File: src/rtl/hwag_pkg.sv
// Shared types and constants for the HWAG trigger-wheel generator.
// Latency: n/a (types, constants and a pure function only).
// Backpressure: n/a.
package hwag_pkg;

  typedef enum logic [1:0] {
    IDLE = 2'd0,
    HIGH = 2'd1,
    LOW  = 2'd2,
    GAP  = 2'd3
  } vr_gen_state_t;

  localparam int VR_GEN_MIN_PERIOD  = 4;
  localparam int VR_GEN_DEF_TEETH   = 60;
  localparam int VR_GEN_DEF_MISSING = 2;

  // A wheel needs at least one physical tooth and at least one missing slot.
  function automatic logic vr_cfg_ok(input int unsigned t, input int unsigned m);
    return (t >= 2) && (m >= 1) && (m < t);
  endfunction

endpackage

File: src/rtl/vr_tooth_timer.sv
// Loadable down-counter timing one HIGH/LOW/GAP phase; zero marks the phase's last cycle.
// Latency: load takes effect on the next clock; zero is combinational from the count.
// Backpressure: none; holds at zero until reloaded.
// Ports: clk, rst (async active-low), load/load_val (reload), en (count), zero (count==0).
module vr_tooth_timer #(
  parameter int PW = 16
) (
  input  logic          clk,
  input  logic          rst,
  input  logic          load,
  input  logic          en,
  input  logic [PW-1:0] load_val,
  output logic          zero
);

  logic [PW-1:0] cnt_q, cnt_d;

  always_comb begin
    cnt_d = cnt_q;
    if (load) begin
      cnt_d = load_val;
    end else if (en && (cnt_q != '0)) begin
      cnt_d = cnt_q - PW'(1);
    end
  end

  always_ff @(posedge clk or negedge rst) begin
    if (!rst) begin
      cnt_q <= '0;
    end else begin
      cnt_q <= cnt_d;
    end
  end

  assign zero = (cnt_q == '0);

endmodule

File: src/rtl/vr_wheel_gen.sv
// Crank trigger-wheel emulator: T-M physical teeth, then M missing slots, repeating per revolution.
// Latency: ena high in cycle n from IDLE (valid config) gives raw vr_out high plus strobes in cycle n+1.
// Backpressure: none; free-running source, ena=0 aborts to IDLE on the next cycle without strobes.
// Ports: clk, rst (async active-low); ena, inv, period, teeth_total, teeth_missing in;
//        vr_out, tooth_idx, tooth_strb, rev_strb, active, cfg_err out.
module vr_wheel_gen
  import hwag_pkg::*;
#(
  parameter int PW = 16,
  parameter int TW = 6,
  parameter int MW = 2
) (
  input  logic          clk,
  input  logic          rst,
  input  logic          ena,
  input  logic          inv,
  input  logic [PW-1:0] period,
  input  logic [TW-1:0] teeth_total,
  input  logic [MW-1:0] teeth_missing,
  output logic          vr_out,
  output logic [TW-1:0] tooth_idx,
  output logic          tooth_strb,
  output logic          rev_strb,
  output logic          active,
  output logic          cfg_err
);

  localparam logic [PW-1:0] MIN_P = PW'(VR_GEN_MIN_PERIOD);

  vr_gen_state_t state_q, state_d;
  logic [TW-1:0] idx_q, idx_d;
  logic [TW-1:0] t_q, t_d;
  logic [MW-1:0] m_q, m_d;
  logic [PW-1:0] p_q, p_d;
  logic          tooth_strb_q, tooth_strb_d;
  logic          rev_strb_q, rev_strb_d;
  logic          cfg_err_q, cfg_err_d;

  logic [PW-1:0] p_in, h_in, l_cur, tmr_val;
  logic          tmr_load, tmr_zero, tmr_en, new_ok;
  logic [TW:0]   idx_inc, phys_cnt;

  // Period is clamped and sampled at every slot start; the LOW phase reuses the
  // slot's latched period so a mid-slot change cannot stretch the current slot.
  assign p_in     = (period < MIN_P) ? MIN_P : period;
  assign h_in     = p_in >> 1;
  assign l_cur    = p_q - (p_q >> 1);
  assign idx_inc  = {1'b0, idx_q} + (TW+1)'(1);
  assign phys_cnt = {1'b0, t_q} - (TW+1)'(m_q);
  assign new_ok   = vr_cfg_ok(32'(teeth_total), 32'(teeth_missing));
  assign tmr_en   = (state_q != IDLE);

  vr_tooth_timer #(.PW(PW)) u_timer (
    .clk      (clk),
    .rst      (rst),
    .load     (tmr_load),
    .en       (tmr_en),
    .load_val (tmr_val),
    .zero     (tmr_zero)
  );

  always_comb begin
    state_d      = state_q;
    idx_d        = idx_q;
    t_d          = t_q;
    m_d          = m_q;
    p_d          = p_q;
    tooth_strb_d = 1'b0;
    rev_strb_d   = 1'b0;
    cfg_err_d    = cfg_err_q;
    tmr_load     = 1'b0;
    tmr_val      = h_in - PW'(1);

    if (!ena) begin
      // Abort wins over everything, including a wrap in the same cycle.
      state_d = IDLE;
      idx_d   = '0;
    end else begin
      unique case (state_q)
        IDLE: begin
          t_d   = teeth_total;
          m_d   = teeth_missing;
          idx_d = '0;
          if (new_ok) begin
            state_d      = HIGH;
            p_d          = p_in;
            tmr_load     = 1'b1;
            tooth_strb_d = 1'b1;
            rev_strb_d   = 1'b1;
            cfg_err_d    = 1'b0;
          end else begin
            cfg_err_d = 1'b1;
          end
        end
        HIGH: begin
          if (tmr_zero) begin
            state_d  = LOW;
            tmr_load = 1'b1;
            tmr_val  = l_cur - PW'(1);
          end
        end
        LOW: begin
          if (tmr_zero) begin
            idx_d    = idx_inc[TW-1:0];
            p_d      = p_in;
            tmr_load = 1'b1;
            if (idx_inc < phys_cnt) begin
              state_d      = HIGH;
              tooth_strb_d = 1'b1;
            end else begin
              state_d = GAP;
              tmr_val = p_in - PW'(1);
            end
          end
        end
        GAP: begin
          if (tmr_zero) begin
            if (idx_q == t_q - TW'(1)) begin
              // Revolution wrap: the only point where T/M are re-shadowed.
              t_d   = teeth_total;
              m_d   = teeth_missing;
              idx_d = '0;
              if (new_ok) begin
                state_d      = HIGH;
                p_d          = p_in;
                tmr_load     = 1'b1;
                tooth_strb_d = 1'b1;
                rev_strb_d   = 1'b1;
              end else begin
                state_d   = IDLE;
                cfg_err_d = 1'b1;
              end
            end else begin
              idx_d    = idx_inc[TW-1:0];
              p_d      = p_in;
              tmr_load = 1'b1;
              tmr_val  = p_in - PW'(1);
            end
          end
        end
        default: begin
          state_d = IDLE;
          idx_d   = '0;
        end
      endcase
    end
  end

  always_ff @(posedge clk or negedge rst) begin
    if (!rst) begin
      state_q      <= IDLE;
      idx_q        <= '0;
      t_q          <= TW'(VR_GEN_DEF_TEETH);
      m_q          <= MW'(VR_GEN_DEF_MISSING);
      p_q          <= MIN_P;
      tooth_strb_q <= 1'b0;
      rev_strb_q   <= 1'b0;
      cfg_err_q    <= 1'b0;
    end else begin
      state_q      <= state_d;
      idx_q        <= idx_d;
      t_q          <= t_d;
      m_q          <= m_d;
      p_q          <= p_d;
      tooth_strb_q <= tooth_strb_d;
      rev_strb_q   <= rev_strb_d;
      cfg_err_q    <= cfg_err_d;
    end
  end

  // Polarity applies outside reset only; in reset the pin sits at raw low.
  assign vr_out     = rst & ((state_q == HIGH) ^ inv);
  assign tooth_idx  = idx_q;
  assign tooth_strb = tooth_strb_q;
  assign rev_strb   = rev_strb_q;
  assign active     = (state_q != IDLE);
  assign cfg_err    = cfg_err_q;

endmodule

File: config.mk
export PLATFORM = sky130hd
export DESIGN_NAME = vr_wheel_gen
export DESIGN_NICKNAME = d
export VERILOG_FILES = /design/src/rtl/hwag_pkg.sv /design/src/rtl/vr_tooth_timer.sv /design/src/rtl/vr_wheel_gen.sv
export SDC_FILE = /design/constraint.sdc
export NUM_CORES = 1
export LEC_CHECK = 0
export BUFFER_PORTS_ARGS = -buffer_cell sky130_fd_sc_hd__clkbuf_2
export CAP_MARGIN = 30
export CORE_MARGIN = 8
export CORE_UTILIZATION = 47
export CTS_CLUSTER_SIZE = 16
export DETAILED_ROUTE_END_ITERATION = 12
export GPL_ROUTABILITY_DRIVEN = 0
export HOLD_SLACK_MARGIN = 0.03
export PLACE_DENSITY_LB_ADDON = 0.12
export RECOVER_POWER = 25
export SLEW_MARGIN = 20
export SYNTH_ARGS = -nofsm -noshare
export SYNTH_HDL_FRONTEND = slang
export SYNTH_SLANG_ARGS = --single-unit
File: constraint.sdc
create_clock -name clk -period 7 [get_ports clk]
set_input_delay 1.4 -clock clk [delete_from_list [all_inputs] [get_ports clk]]
set_output_delay 1.4 -clock clk [all_outputs]
set_load 0.01 [all_outputs]
==> metrics.yaml <==
global_route:
  antenna_found_initial: 0
  grt_pass1_vias: 4424
  grtUsageTotal: 0.201
  grt-ovfl-total: 0
  grt_max_degree: 53
  grt_first_pass_wirelength_um: 23000
sta:
  skew_ns: 0.0145
  rsz0062_at_grt: "no"
  period_needed_ns: 4.26
  fin_crit_sh: 0.609
  hold_viol: 0
  max_freq_mhz: 235
  worst_pin_slew_ns: 0.880
  slew_viol_final: 0
  finalSetupViolations: 0
  tns_ns: 0
  relSlewSlack: 0.409
worst_setup_path:
  path_cells: "clkbuf_2, nor4_4, and2_1, nand3_1, nand2_1, ha_1, nor2b_1, nand2b_1, or3_1, nor4_1, xor2_1, a21oi_1, a211oi_1"
  slowest_delay_ns: 0.47
  path_max_fanout: 7
  path_delay_family: "simple AND/OR/NAND/NOR gates"
  reg2reg_from: "t_q[0]$_DFFE_PN0P_"
  critPathKind: "input pin to flop"
  start_kind: "input pin"
  crit_path_end_kind: "flop"
  required_ns: 7.24
  crit_start: "period[7]"
  cp_num_buf_inv: 1
  cp_data_arrival_time_ns: 4.50
  slowest_stage: "nor4_4"
yosys:
  synth.distinct_cells: 81
  synth_edf_count: 0
  ys_warn_count: 0
  syn_nets: 646
  synth.yosys.seq_area_share: 0.263
  netlist.area_leader.share: 0.230
  avgSynthCellArea_um2: 8.40
  synth_seq_cells: 51
  yosys.area.top_type: "dfrtp_1"
  synth_flop_cell: "dfrtp_1"
  synth.most_common_cell: "inv_1"
  netlist_top_cells_count: "inv_1, dfrtp_1, nor2_1"
  async_flop_share: 1.00
  syn_inst: 582
  netlist_top_cells_area: "dfrtp_1, ha_1, xor2_1"
  syn_area_mm2: 0.00489
drt:
  route.met3.wl_um: 749
  drc_errors: 0
  vias: 4562
  wl_um: 14200
  final_antenna_net_count: 0
  vias_per_cell: 6.17
  firstDrtPassIters: 5
  dr.first_iter.drc_count: 412
  routedLengthMet1_um: 6260
  routedWlPerCell_um: 19.2
  dr_wl_met2_um: 6800
  highest_layer: "met4"
power:
  powerDensity_mw_per_mm2: 418
  total_power_mw: 2.17
  cellLeakagePower_nw: 2.24
  ir_worst_vdd_mv: 0.262
floorplanning:
  die_y_um: 118
  rows: 37
  die_area_mm2: 0.0139
  start_util: 0.478
  dieWidth_um: 118
  io-pin-count: 39
  core_mm2: 0.0102
cells_and_area:
  ff_latch_area_mm2: 0.00128
  num-nets-final: 666
  final_cell_area_mm2: 0.00520
  fin_cells: 739
  post-route-util: 0.509
  nFillCells: 989
  drive_gt1_frac: 0.144
  n_antenna_cell: 0
  multiInputGateArea_mm2: 0.00326
  syn_to_final_growth_pct: 6.45
placement:
  port_buffers: 38
  placed_area_mm2: 0.00511
  post-dp-hpwl_um: 10800
  dpl.cell_count: 730
cts:
  hold_buffers: 0
  cts_tree: "built"
  cts_resized: 0
  clock_sinks: 51
  clk_pin_slew_ns: 0.11
  cts_buffers: 5
  cts_setup_buffers: 0
  clock_latency_ns: 0.32
  cts.path.max_buffers: 2
  root_buffer: "clkbuf_8"
  h-tree-depth: 2
outcome:
  status: "finished clean"
worst_hold_path:
  hold_path.class: "flop to flop"
  hp-start: "p_q[0]$_DFFE_PN0P_"
run:
  drv_cap: 0
[registers in the layout (all words and copies together) (netlist names)]
| name | count |
|---|---|
| tooth_strb | 1 |
| p_q | 16 |
| u_timer.cnt_q | 16 |
| cfg_err | 1 |
| m_q | 2 |
| t_q | 6 |
| tooth_idx | 6 |
| rev_strb | 1 |
| state_q | 2 |
[cells in the final DEF (no fill, tap or decap), drive strengths merged, types with 6 or more instances in the layout]
| cell type | n |
|---|---|
| a21o | 6 |
| dfstp | 6 |
| o21ai | 28 |
| a22o | 15 |
| a21oi | 41 |
| xor2 | 26 |
| o211ai | 6 |
| mux2 | 7 |
| or3 | 10 |
| inv | 48 |
| o21a | 6 |
| and3 | 7 |
| a211oi | 16 |
| nor4 | 9 |
| a31oi | 15 |
| a22oi | 7 |
| xnor2 | 20 |
| nor2 | 44 |
| nand2 | 35 |
| dfrtp | 45 |
| nand2b | 6 |
| nand3 | 16 |
| clkbuf | 46 |
| ha | 34 |
| nand4 | 6 |
| nor3 | 21 |
[where the power goes]
| part | switching, mW | internal, mW |
|---|---|---|
| sequential | 0.132 | 0.433 |
| clock | 0.106 | 0.0802 |
| combinational | 0.851 | 0.573 |
[metal layers]
layer | vias up | GRT usage
met4 | 0 | 0.0801
met5 | - | 0
met3 | 28 | 0.0302
li1 | 2178 | -
met2 | 159 | 0.345
met1 | 2197 | 0.247
[cells by family (layout without fill, tap and decap cells)]
group	Yosys count	after routing	synth area share
AO/OA/AOI/OAI	186	186	0.272
flip-flops	51	51	0.263
buffers and inverters	77	98	0.0701
AND/OR/NAND/NOR	178	178	0.200
XOR/XNOR	46	46	0.0824
multiplexers	8	8	0.0182
adder cells (fa/ha/maj)	36	36	0.0952
[final timing paths]
check,end,slack (ns),cells after the start
worst max register to register,u_timer.cnt_q[0]$_DFFE_PN0P_,3.34,13
worst min-delay path,p_q[0]$_DFFE_PN0P_,0.54,1
min in group asynchronous,p_q[3]$_DFFE_PN0P_,1.21,2
worst max-delay path,u_timer.cnt_q[9]$_DFFE_PN0P_,2.74,13
max in group asynchronous,t_q[1]$_DFFE_PN0P_,5.31,2
worst min register to register,p_q[0]$_DFFE_PN0P_,0.54,1
[final cells by class]
type	count	area share
Multi-Input combinational cell	454	0.627
Sequential cell	51	0.247
Timing Repair Buffer	41	0.0409
Inverter	49	0.0353
Tap cell	136	0.0327
Clock buffer	7	0.0166
Clock inverter	1	0.000962
[per-stage QoR]
step / setup WS, ns / hold WS, ns
finish: 2.74 / 0.545
floorplan: 2.88 / 0.480
global placement: 2.56 / 0.505
global route: 2.48 / 0.562
CTS: 2.80 / 0.548
detailed placement: 2.47 / 0.525
Note: power is estimated with default switching activity, not from simulation.
